File: config.mk
export PLATFORM = sky130hd
export DESIGN_NAME = axi_llc_way_rsp_buf
export DESIGN_NICKNAME = d
export VERILOG_FILES = /design/src/rtl/axi_llc_way_rsp_buf_pkg.sv /design/src/rtl/axi_llc_way_rsp_buf_fifo.sv /design/src/rtl/axi_llc_way_rsp_buf.sv
export SDC_FILE = /design/constraint.sdc
export NUM_CORES = 1
export LEC_CHECK = 0
export ABC_AREA = 1
export CAP_MARGIN = 0
export CORE_MARGIN = 2
export CORE_UTILIZATION = 40
export DETAILED_ROUTE_END_ITERATION = 12
export PLACE_DENSITY = 0.78
export SLEW_MARGIN = 0
export SYNTH_ARGS = -nofsm -noshare
export SYNTH_HDL_FRONTEND = slang
export SYNTH_SLANG_ARGS = --single-unit
export TNS_END_PERCENT = 50
File: constraint.sdc
create_clock -name clk_i -period 4 [get_ports clk_i]
set_input_delay 1 -clock clk_i [delete_from_list [all_inputs] [get_ports clk_i]]
set_output_delay 1 -clock clk_i [all_outputs]
set_load 0.05 [all_outputs]
File: src/rtl/axi_llc_way_rsp_buf_pkg.sv
// Shared LLC configuration type, default way-response buffer depth and default payload types.
// The default payload types let the buffer elaborate on its own.
package axi_llc_way_rsp_buf_pkg;

  typedef struct packed {
    logic [7:0]  SetAssociativity;
    logic [15:0] NumLines;
    logic [15:0] NumBlocks;
  } llc_cfg_t;

  localparam int unsigned WayRspBufDepth = 4;

  typedef struct packed {
    logic        we;
    logic [15:0] addr;
    logic [31:0] data;
  } way_inp_dflt_t;

  typedef logic [31:0] way_oup_dflt_t;

  function automatic int unsigned cnt_width(input int unsigned depth);
    return $clog2(depth + 1);
  endfunction

endpackage

File: src/rtl/axi_llc_way_rsp_buf_fifo.sv
// Registered-output (non fall-through) FIFO holding way responses for the unit.
// The parent guarantees it never pushes into a full FIFO without popping, nor pops an empty one.
module axi_llc_way_rsp_buf_fifo #(
  parameter int unsigned Depth = 4,
  parameter type         dtype = logic,
  parameter int unsigned CntW  = 3
) (
  input  logic            clk_i,
  input  logic            rst_ni,
  input  logic            testmode_i,
  output logic            full_o,
  output logic            empty_o,
  output logic [CntW-1:0] usage_o,
  input  dtype            data_i,
  input  logic            push_i,
  output dtype            data_o,
  input  logic            pop_i
);

  localparam int unsigned PtrW = (Depth > 1) ? $clog2(Depth) : 1;

  dtype            r_mem [Depth];
  logic [PtrW-1:0] r_wr_ptr;
  logic [PtrW-1:0] r_rd_ptr;
  logic [CntW-1:0] r_usage;

  always_ff @(posedge clk_i) begin
    if (push_i) r_mem[r_wr_ptr] <= data_i;
  end

  always_ff @(posedge clk_i or negedge rst_ni) begin
    if (!rst_ni) begin
      r_wr_ptr <= '0;
      r_rd_ptr <= '0;
      r_usage  <= '0;
    end else begin
      if (push_i) r_wr_ptr <= (r_wr_ptr == PtrW'(Depth - 1)) ? '0 : r_wr_ptr + PtrW'(1);
      if (pop_i)  r_rd_ptr <= (r_rd_ptr == PtrW'(Depth - 1)) ? '0 : r_rd_ptr + PtrW'(1);
      unique case ({push_i, pop_i})
        2'b10:   r_usage <= r_usage + CntW'(1);
        2'b01:   r_usage <= r_usage - CntW'(1);
        default: r_usage <= r_usage;
      endcase
    end
  end

  assign full_o  = (r_usage == CntW'(Depth));
  assign empty_o = (r_usage == '0);
  assign usage_o = r_usage;
  assign data_o  = r_mem[r_rd_ptr];

  assert property (@(posedge clk_i) disable iff (!rst_ni || testmode_i) !(push_i && full_o && !pop_i));
  assert property (@(posedge clk_i) disable iff (!rst_ni || testmode_i) !(pop_i && empty_o));

endmodule

File: src/rtl/axi_llc_way_rsp_buf.sv
// Credit-gated way response buffer: a read reaches the ways only with a reserved slot, and
// every way response is accepted the cycle it is valid so the unit never stalls the ways.
module axi_llc_way_rsp_buf
  import axi_llc_way_rsp_buf_pkg::*;
#(
  parameter llc_cfg_t    Cfg       = llc_cfg_t'{default: '0},
  parameter int unsigned Depth     = WayRspBufDepth,
  parameter type         way_inp_t = way_inp_dflt_t,
  parameter type         way_oup_t = way_oup_dflt_t,
  localparam int unsigned CntW     = cnt_width(Depth)
) (
  input  logic            clk_i,
  input  logic            rst_ni,
  input  logic            test_i,
  input  way_inp_t        req_i,
  input  logic            req_valid_i,
  output logic            req_ready_o,
  output way_inp_t        req_o,
  output logic            req_valid_o,
  input  logic            req_ready_i,
  input  way_oup_t        rsp_i,
  input  logic            rsp_valid_i,
  output logic            rsp_ready_o,
  output way_oup_t        rsp_o,
  output logic            rsp_valid_o,
  input  logic            rsp_ready_i,
  output logic [CntW-1:0] credits_o,
  output logic            err_o
);

  logic [CntW-1:0] r_outst;
  logic            r_err;
  logic [CntW-1:0] w_stored;
  logic [CntW-1:0] w_credits;
  logic            w_gate;
  logic            w_read_hs;
  logic            w_push;
  logic            w_pop;
  logic            w_full;
  logic            w_empty;

  // Reservations are counted at issue, so outstanding plus stored can never exceed Depth.
  assign w_credits   = CntW'(Depth) - r_outst - w_stored;
  assign w_gate      = req_i.we | (w_credits != '0);
  assign req_o       = req_i;
  assign req_valid_o = req_valid_i & w_gate;
  assign req_ready_o = req_ready_i & w_gate;
  assign w_read_hs   = req_valid_o & req_ready_i & ~req_i.we;

  // A response on a full FIFO is still taken when the unit pops in the same cycle.
  assign w_pop       = rsp_valid_o & rsp_ready_i;
  assign w_push      = rsp_valid_i & (r_outst != '0) & (~w_full | w_pop);
  assign rsp_ready_o = 1'b1;
  assign rsp_valid_o = ~w_empty;
  assign credits_o   = w_credits;
  assign err_o       = r_err;

  always_ff @(posedge clk_i or negedge rst_ni) begin
    if (!rst_ni) begin
      r_outst <= '0;
      r_err   <= 1'b0;
    end else begin
      unique case ({w_read_hs, w_push})
        2'b10:   r_outst <= r_outst + CntW'(1);
        2'b01:   r_outst <= r_outst - CntW'(1);
        default: r_outst <= r_outst;
      endcase
      if (rsp_valid_i && !w_push) r_err <= 1'b1;
    end
  end

  axi_llc_way_rsp_buf_fifo #(
    .Depth (Depth),
    .dtype (way_oup_t),
    .CntW  (CntW)
  ) i_fifo (
    .clk_i      (clk_i),
    .rst_ni     (rst_ni),
    .testmode_i (test_i),
    .full_o     (w_full),
    .empty_o    (w_empty),
    .usage_o    (w_stored),
    .data_i     (rsp_i),
    .push_i     (w_push),
    .data_o     (rsp_o),
    .pop_i      (w_pop)
  );

  assert property (@(posedge clk_i) disable iff (!rst_ni)
    (int'(r_outst) + int'(w_stored)) <= int'(Depth));
  assert property (@(posedge clk_i) disable iff (!rst_ni)
    !(req_valid_o && !req_i.we && (w_credits == '0)));
  assert property (@(posedge clk_i) disable iff (!rst_ni)
    (rsp_valid_o && !rsp_ready_i) |=> $stable(rsp_o));

endmodule

==> metrics.md, run 1 <==
| Metric | Value |
|---|---|
| Status | finished clean |
| Die width | 126 um |
| Core Region | 14600 um^2 |
| Placed insts | 663 |
| Fin area | 7150 um^2 |
| Antenna Nets Post-Route | 0 |
| Pre-antenna DRT Iters | 4 |
| Total of max-cap violations | 0 |
| Setup WS pre-CTS | 0.412 ns |
| Leak | 0.00255 uW |
| Synth top area cells | edfxtp_1 (64%), buf_4 (6.4%), dfrtp_1 (4.6%), nor2_1 (4.5%), o21ai_0 (4.0%) |
| DRC Markers | 0 |
| VDD IR max | 0.878 mV |
| Multi-input logic area | 1280 um^2 |
| CP endpoint kind | output port |
| Sequential share of the synthesized area | 0.689 |
| Worst-path clk slew | 0.06 ns |
| Hold Buf Count CTS | 0 |
| Crit Path Class | reg2out |
| Worst Path Buf+Inv | 3 |
| Largest net degree at the start of global routing | 54 |
| Psw | 2900 uW |
| Final min period | 3.75 ns |
| EDFF count, synth | 128 |
| Routed WL | 12.2 mm |
| Site row count | 44 |
| Avg Cell Area, Syn | 13.0 um^2 |
| H-tree depth | 4 |
| Hold/Removal Path Class | reg2reg |
| Post-CTS sizing | 0 |
| Worst-Skew Late Latency | 0.41 ns |
| Die height | 126 um |
| Placed wire-length estimate | 7.86 mm |
| Iteration-0 DRC Markers | 288 |
| Clk network pwr share | 0.228 |
| Area after DPL | 6570 um^2 |
| Synth cell types | 31 |
| First-pass GRT wire length | 19.2 mm |
| Vias/cell | 5.20 |
| Synth Cell Area | 5970 um^2 |
| Sw frac | 0.439 |
| Final period util | 0.937 |
| Placer Congestion | 0.758 |
| Final setup viols | 0 |
| Vias in the first global route | 3740 |
| Clock Path Buffers | 2 |
| CP top delay family | buffers and inverters |
| Hold path start | err_o |
| Register bit total from synthesis | 139 |
| Comb pwr share | 0.460 |
| Clock Skew | 0.00832 ns |
| TritonCTS Buffers | 17 |
| WL per Instance | 17.6 um |
| Port Buffer Count | 78 |
| Final Non-Filler Cells | 695 |
| Synth top area share | 0.643 |
| GR Overflow Total | 0 |
| Filler instances | 1205 |
| Unrepaired setup endpoints after global routing | no |
| Worst setup margin | 0.253 ns |
| Via count | 3613 |
| Total Nets Final | 597 |
| Ys async rst share | 0.0791 |
| Hold Violations, Final | 0 |
| Register area | 4120 um^2 |
| Area grow syn2layout | 19.7% |
| GRT Overall Usage | 0.157 |
| Post-CTS Setup Bufs | 0 |
| Die area | 15900 um^2 |
| Slew HR | 0.625 |
| Initial antenna violation count | 0 |
| Yosys Warn Count | 0 |
| Max Fclk | 267 MHz |
| Crit path arrival time | 2.75 ns |
| Worst reg2reg startpoint | r_outst[1] |
| Leading cell type in the layout, fill and taps excluded | edfxtp_1 |
| Worst Tran Pin Value | 0.562 ns |
| Worst hold margin | 0.486 ns |
| Critical path's largest stage delay | 0.79 ns |
| Pint | 3700 uW |
| Worst Path Required | 3.00 ns |
| Nature of the critical path startpoint | flop |
| Largest fanout on the critical path | 4 |
| Setup tns final | 0 ns |
| Worst Setup SP | r_outst[1] |
| Clock tree sinks | 139 |
| Synth area leader | edfxtp_1 |
| Most frequent cells in the layout | edfxtp_1 (128), nor2_1 (68), o21ai_0 (48), clkdlybuf4s50_1 (48), buf_4 (35) |
| Final Slew Violations | 0 |
| Syn_nets | 560 |
| Root Driver | clkbuf_16 |
| CTS tree | yes |
| Sequential Power Share | 0.313 |
| Crit path cell chain | ha_1 -> inv_1 -> ha_1 -> xnor2_1 -> o21ai_0 -> nand3_1 -> nand2_1 -> inv_1 -> clkdlybuf4s50_1 |
| Initial core utilization | 0.410 |
| PwrDens | 923 nW/um^2 |
| Share of layout cells above drive strength 1 | 0.188 |
| Diodes inserted | 0 |
| Most used DFF post-synth | edfxtp_1 |
| Syn Inst Count | 461 |
| Io pins | 177 |
| Slowest cell on crit path | clkdlybuf4s50_1 |
[cell usage after synthesis, types with 3 or more instances]
cell and count:
buf_2 5, buf_4 51, buf_6 6, clkbuf_1 8
dfrtp_1 11, edfxtp_1 128, ha_1 9, inv_1 21
inv_2 3, nand2_1 14, nand2_4 3, nand3_1 4
nor2_1 72, o21ai_0 48, o21ai_1 22, o22ai_1 32
[kinds of logic after synthesis]
| logic type | Yosys count | share of synthesized area |
|---|---|---|
| buf+inv | 96 | 0.102 |
| xor+xnor | 4 | 0.00586 |
| flops | 139 | 0.689 |
| simple gates | 102 | 0.0735 |
| other cells | 1 | 0.000628 |
| compound gates | 108 | 0.103 |
| fa+ha+maj | 11 | 0.0256 |
[power by group through the flow]
| stage | registers, uW | clock network, uW | logic [uW] |
|---|---|---|---|
| CTS | 2070 | 1520 | 3070 |
| global placement | 2080 | 0 | 3000 |
| global route | 2090 | 1580 | 3260 |
| floorplan | 2040 | 0 | 2310 |
| finish | 2060 | 1500 | 3040 |
| detailed placement | 2090 | 0 | 3050 |
[final timing paths]
path | end | slack (ns) | depth (start not counted)
setup / recovery | req_ready_o | 0.25 | 9
hold / removal | err_o | 0.49 | 1
setup reg to reg | r_outst[2] | 1.31 | 13
hold reg to reg | err_o | 0.49 | 1
max in group asynchronous | i_fifo.r_rd_ptr[0] | 2.67 | 1
min in group asynchronous | r_outst[1] | 0.94 | 1
[per-stage QoR]
step            util  total power (uW)
3_3_place_gp   0.451              5080
5_1_grt        0.490              6940
2_1_floorplan      -              4350
4_1_cts        0.490              6660
6_report       0.490              6600
3_5_place_dp   0.451              5150
[layer usage]
| layer | part of all wire | GRT usage |
|---|---|---|
| met1 | 0.36 | 0.165 |
| met5 | 0 | 0 |
| met3 | 0.076 | 0.0497 |
| met2 | 0.52 | 0.269 |
| met4 | 0.048 | 0.107 |
[sequential cells by signal (all words and copies together), names as in the netlist]
register and count:
r_outst 3, i_fifo.r_rd_ptr 2, i_fifo.r_mem 128, i_fifo.usage_o 3, i_fifo.r_wr_ptr 2, err_o 1
[final cells by class]
class                   count  area share
well taps                 184      0.0322
inverters                  26      0.0144
multi-input cells         226       0.179
repair buffers             88       0.118
clock buffers              17      0.0595
flip-flops and latches    139       0.576
clock inverters            15      0.0210
No activity file was read; power rests on OpenSTA's default activity.
==> run 2: changes to the inputs <==
--- a/config.mk
+++ b/config.mk
@@ -6,6 +6,7 @@
 export NUM_CORES = 1
 export LEC_CHECK = 0
 export ABC_AREA = 1
+export ABC_CLOCK_PERIOD_IN_PS = 4000
 export CAP_MARGIN = 0
 export CORE_MARGIN = 2
 export CORE_UTILIZATION = 40
==> results of run 2 <==
Same layout as run 1: the final DEF is identical, and so are final timing and power.
